===== config.mk =====
export PLATFORM = sky130hd
export DESIGN_NAME = gfp_mul_red_pipe
export DESIGN_NICKNAME = d
export VERILOG_FILES = /design/src/rtl/gfp_mul_red_pipe.sv
export SDC_FILE = /design/constraint.sdc
export NUM_CORES = 1
export LEC_CHECK = 0
export ABC_AREA = 1
export CAP_MARGIN = 20
export CORE_MARGIN = 2
export CORE_UTILIZATION = 54
export DETAILED_ROUTE_END_ITERATION = 8
export HOLD_SLACK_MARGIN = 0.06
export PLACE_DENSITY = 0.72
export SKIP_LAST_GASP = 1
export SLEW_MARGIN = 15
export SYNTH_ARGS = -nofsm -noshare
export SYNTH_HDL_FRONTEND = slang
export SYNTH_SLANG_ARGS = --single-unit

===== constraint.sdc =====
create_clock -name i_clk -period 14.6 [get_ports i_clk]
set_clock_uncertainty 0.2 [all_clocks]
set_input_delay 2.92 -clock i_clk [delete_from_list [all_inputs] [get_ports i_clk]]
set_output_delay 2.92 -clock i_clk [all_outputs]
set_load 0.01 [all_outputs]

===== src/rtl/gfp_mul_red_pipe.sv =====
// Three-stage multi-lane GF(P) multiplier with Barrett reduction and per-lane
// modular multiply-accumulate; one operand vector per cycle, no stalls.
module gfp_mul_red_pipe #(
  parameter int unsigned P     = 251,
  parameter int unsigned W     = 8,
  parameter int unsigned LANES = 4
) (
  input  logic               i_clk,
  input  logic               i_rst,
  input  logic               i_start,
  input  logic               i_mode,
  input  logic               i_acc_clr,
  input  logic [LANES*W-1:0] i_a,
  input  logic [LANES*W-1:0] i_b,
  output logic [LANES*W-1:0] o_c,
  output logic               o_done
);

  localparam int unsigned XW = 2 * W;  // unreduced product width
  localparam int unsigned RW = W + 2;  // Barrett remainder width, holds r < 3P
  localparam int unsigned SW = W + 1;  // accumulate sum width, holds s < 2P

  localparam longint unsigned MuFull = (64'd1 << XW) / P;
  localparam logic [XW-1:0]   Mu     = XW'(MuFull);
  localparam logic [XW-1:0]   PX     = XW'(P);
  localparam logic [RW-1:0]   PR     = RW'(P);
  localparam logic [SW-1:0]   PS     = SW'(P);

  if (P < 2 || longint'(P) >= (64'd1 << W)) begin : g_bad_p
    $error("gfp_mul_red_pipe: P must satisfy 2 <= P < 2^W");
  end

  logic               s1_valid_q, s1_mode_q, s1_clr_q;
  logic               s2_valid_q, s2_mode_q, s2_clr_q;
  logic               done_q;
  logic [LANES*W-1:0] c_q, c_d;

  for (genvar k = 0; k < LANES; k++) begin : g_lane
    logic [XW-1:0]   x_d, x_q;
    logic [2*XW-1:0] xmu;
    logic [XW-1:0]   q, qp, diff;
    logic [RW-1:0]   r_q, m1, m;
    logic [SW-1:0]   base, sum, s;
    logic [W-1:0]    acc_q;
    logic            unused_bits;

    assign x_d  = {{W{1'b0}}, i_a[k*W +: W]} * {{W{1'b0}}, i_b[k*W +: W]};

    // q never exceeds floor(x/P), so x - q*P fits in 2W bits and is below 3P.
    assign xmu  = {{XW{1'b0}}, x_q} * {{XW{1'b0}}, Mu};
    assign q    = xmu[2*XW-1:XW];
    assign qp   = q * PX;
    assign diff = x_q - qp;

    assign m1   = (r_q >= PR) ? r_q - PR : r_q;
    assign m    = (m1 >= PR) ? m1 - PR : m1;

    assign base = s2_clr_q ? '0 : {1'b0, acc_q};
    assign sum  = base + {1'b0, m[W-1:0]};
    assign s    = (sum >= PS) ? sum - PS : sum;

    assign c_d[k*W +: W] = s2_mode_q ? s[W-1:0] : m[W-1:0];

    assign unused_bits = ^{xmu, diff, m, s};

    always_ff @(posedge i_clk) begin
      if (i_rst) begin
        x_q   <= '0;
        r_q   <= '0;
        acc_q <= '0;
      end else begin
        x_q <= x_d;
        r_q <= diff[RW-1:0];
        if (s2_valid_q && s2_mode_q) begin
          acc_q <= s[W-1:0];
        end
      end
    end
  end

  always_ff @(posedge i_clk) begin
    if (i_rst) begin
      s1_valid_q <= 1'b0;
      s1_mode_q  <= 1'b0;
      s1_clr_q   <= 1'b0;
      s2_valid_q <= 1'b0;
      s2_mode_q  <= 1'b0;
      s2_clr_q   <= 1'b0;
      done_q     <= 1'b0;
      c_q        <= '0;
    end else begin
      s1_valid_q <= i_start;
      s1_mode_q  <= i_mode;
      s1_clr_q   <= i_acc_clr;
      s2_valid_q <= s1_valid_q;
      s2_mode_q  <= s1_mode_q;
      s2_clr_q   <= s1_clr_q;
      done_q     <= s2_valid_q;
      if (s2_valid_q) begin
        c_q <= c_d;
      end
    end
  end

  assign o_c    = c_q;
  assign o_done = done_q;

endmodule


* After elaboration in Yosys (flattened, before gate mapping) *
Cells that the tools add are included.

operators by class
  $add $sub $neg = 20
  $mul = 12
  divide/modulo/power cells = 0
  order comparisons = 12
  eq/ne operators = 0
  shift operators = 0
  multiplexer cells = 20
  bitwise operators = 0
  reduce and logical (&&, ||, !) cells = 1

operators by type and width
  operator               count
  $mux 8                 16
  $mul 16x9->25 const B  4
  $ge 10x8->1 const B    8
  $mul 8x8->16           4
  $sub 8x8->8 const B    8
  $mul 9x8->10 const B   4
  $mux 10                4
  $sub 10x10->10         4
  $sub 10x8->10 const B  4
  $add 8x8->9            4
  $ge 9x8->1 const B     4
  $logic_and 1x1->1      1

storage, ports and cells
  register bits after elaboration = 175
  latch bits = 0
  memory bits (writable) = 0
  ROM bits = 0
  input bits = 69
  output and inout port bits = 33
  logic and storage cells = 85
  memories = 0

* Longest topological paths before layout *
  depth in word-level cells = 8
  gate-level depth with buffers = 37
  depth with buffers taken out = 37

* Worst setup path after synthesis *
No wires, ideal clock.

  kind = in2reg
  start point = input i_b[28]
  end point = register g_lane[3].x_q[15]
  library setup time = 70 ps
  arrival = 6720 ps
  required time = 14330 ps
  slack = 7610 ps
  stages on the path = 18
  path through = clkbuf_1 nand2_1 inv_1 fa_1 fa_1 inv_1 fa_1 fa_1 inv_1 ha_1 nand2_1 o21ai_0 a21oi_1 o21ai_0 a21oi_1 o21bai_1 o21ai_0 a21oi_1

on the way
  longest elaborated chain between the ends = 1

ends and longest elaborated chain
  item                    RTL line  text
  start: declaration      14        input logic [LANES*W-1:0] i_b,
  $mul 8x8->16            47        assign x_d = {{W{1'b0}}, i_a[k*W +: W]} * {{W{1'b0}}, i_b[k*W +: W]};
  end signal: assignment  68        x_q <= '0;
  end signal: assignment  72        x_q <= x_d;
  end: declaration        39        logic [XW-1:0] x_d, x_q;

Every way passes these cells.
A chain may end at the register's enable or synchronous reset.

* Final worst setup path *
  start point = register g_lane[1].x_q[9]
  end point = register g_lane[1].r_q[9]

on the way
  longest elaborated chain between the ends = 3

ends and longest elaborated chain
  item                      RTL line  text
  start: declaration        39
  start signal: assignment  68
  start signal: assignment  72
  $mul 16x9->25             50        assign xmu = {{XW{1'b0}}, x_q} * {{XW{1'b0}}, Mu};
  $mul 9x8->10              52        assign qp = q * PX;
  $sub 10x10->10 (*)        53        assign diff = x_q - qp;
  end signal: assignment    73        r_q <= diff[RW-1:0];
  end: declaration          42        logic [RW-1:0] r_q, m1, m;

Mark *: on every way between the ends. The rest lies on a longest branch, timed or not.

==> metrics.cfg <==
[logic_synthesis]
synth_top_area_share_pct=22.3
netlist_top_cells_count=inv_1, nand2_1, ha_1, fa_1, a21oi_1
synth_most_common_cell=inv_1
synth-simple-area-share_pct=21.4
yosysTopAreaCell=ha_1
syn-num-nets=5089
ys_seq_area_share_pct=11.7
synth_warnings=0
synth_top_family_by_area=adder cells
async_flop_share_pct=0
synthMuxAreaShare_pct=0
synthesis.instances=4215
synth_ff_type=dfxtp_1
synth_xor_area_share_pct=2.98
synth.area.top_cells=ha_1, fa_1, inv_1
synthAdderAreaFrac_pct=40.4
netlist_area_sq_um=29900
synth_area_per_cell_sq_um=7.10
synth_cell_types=56
synth.ff_latch_count=175
synth_compound_area_share_pct=8.99
synth_edf_count=0

[grt]
grt_pass1_vias=24169
grt_usage_pct=22.2
antenna_found_initial=0
grt_pass1_wl_mm=108
grt_max_degree=95
gr-total-overflow=0

[die]
dieArea_sq_um=57400
start_util_pct=54.5
core_sq_um=55000
die_h_microns=239
io_pins=102
placementRows=86
die_width_microns=239

[cells_and_area]
final_util_pct=58.3
fillers=5203
num-nets-final=5109
layout-drive-gt1-share_pct=2.68
area_delta_synth_final_pct=6.97
finalInstanceArea_sq_um=32000
antennaDiodeCount=0

[clocking]
clk_pin_slew_worst_paths_ps=80
cts_buffers=17
cts_hold_buf=0
cts_root_buf=clkbuf_16
postCtsSetupBuffers=0
post_cts_resize_count=0
htreeDepth=4
cts_max_path_buffers=2
cts_tree=built
cts_sinks=175
clk_latency_ps=480

[sta]
fin_crit_ps=7480
slew-limit-headroom_pct=30.5
finalHoldViolCount=0
setup_viol=0
worstMarginPinSlew_ps=1040
rsz0062_at_grt=no
fin_tns_setup_ps=0
slew_violations=0
fmax_mhz=134
finalCritPeriodShare_pct=51.2

[placement]
place_area_sq_um=31500
io_buffers=101
globalplace.congestion=0.883
dp.final_hpwl_mm=50.1

[min_path]
hold_path_class=reg -> reg

[setup_path]
path_common_cell=inv_1
slowest_stage=fa_1
cp_max_fo=4
worst_setup_path_start_kind=register
crit_arrival_ps=7680
worstPathRequired_ps=14800
max_stage_delay_ps=550
crit_type=reg -> reg
worst_setup_path_end_kind=register

[detailed_routing]
drtAntennaViolNets=0
routed_wirelength_mm=60.4
via_per_inst=4.96
met1_length_mm=29.7
vias=24802
highest_layer=met4
met3_length_mm=1.64
drtIter0Drc=1032
met2_wirelength_mm=28.5
wire_per_inst_microns=12.1
drc=0
drt_first_pass_iters=7

[flow_run]
max_cap_viol_count=0

[outcome]
status=finished, final reports clean

## flip-flops by register name (all words and copies together) (netlist names)
register      flops
s1_clr_q          1
s1_mode_q         1
g_lane.x_q       64
s1_valid_q        1
g_lane.r_q       40
s2_valid_q        1
s2_mode_q         1
o_c              32
o_done            1
g_lane.acc_q     32
s2_clr_q          1
## final timing paths
check	slack, ps	cells past startpoint	start	end
worst min register to register	210	2	s1_clr_q$_SDFF_PP0_	s2_clr_q$_SDFF_PP0_
worst max-delay path	7120	33	g_lane[1].x_q[9]$_SDFF_PP0_	g_lane[1].r_q[9]$_SDFF_PP0_
worst min-delay path	210	2	s1_clr_q$_SDFF_PP0_	s2_clr_q$_SDFF_PP0_
worst max register to register	7120	33	g_lane[1].x_q[9]$_SDFF_PP0_	g_lane[1].r_q[9]$_SDFF_PP0_
## critical path, delay by kind of cell, from the launching register on
kind,cells,cell delay [ps]
AND/OR/NAND/NOR,12,1290
buffers and inverters,7,540
XOR/XNOR,1,340
adder cells (fa/ha/maj),10,4170
AO/OA/AOI/OAI,3,400
flip-flops,1,460
## final cells by class
cell class	instances	area [sq um]	share of cell area, %
multi-input combinational	2911	22100	69.0
tap	748	936	2.92
clock inverter	14	141	0.441
clock buffer	18	439	1.37
inverter	1023	3840	12.0
sequential	175	3500	10.9
timing repair buffer	107	1050	3.29
## per-layer routing
layer,up-vias,global-route usage (%)
met1,11358,29.7
met4,0,4.11
li1,13075,-
met3,42,2.20
met2,327,39.3
met5,-,0
## layout by cell type (no fill, tap or decap), types with 7 or more instances in the layout
cell             netlist  routed
xor2_1                56      56
o21a_1                12      12
clkbuf_16              0      17
o211ai_1               7       7
a21o_1                 7       7
nor2_2                 8       9
ha_1                 534     534
o21ai_0              152     152
nand2_2               15      15
nor2_1               206     205
dfxtp_1              175     175
clkdlybuf4s50_1        0     100
inv_1               1012    1011
nand4_1               60      60
nand3b_1              12      12
and2_1                10      10
a21oi_1              246     246
nand3_1              190     190
nor3_1                24      24
buf_4                  4       7
o21bai_1              15      15
xnor2_1               44      44
nand2_1              962     962
o21ai_2               11      11
inv_2                  8       8
fa_1                 271     271
## cells by family (layout without fill, tap and decap cells)
family,after synthesis,after routing
adders and majority gates,805,805
buffers and inverters,1129,1162
DFF,175,175
and+or+nand+nor,1518,1518
AOI/OAI and AO/OA,487,487
xor gates and xnor gates,101,101
## metrics by stage
step	worst slack, ps	hold WS, ps	instances
5_1_grt	6540	230	4996
3_3_place_gp	6860	205	4964
6_report	7120	211	4996
4_1_cts	7030	216	4996
3_5_place_dp	6810	195	4964
2_1_floorplan	7610	188	4215
Power is not shown: default switching activity piles up to over one toggle a cycle in this logic, so the estimate is an artifact.
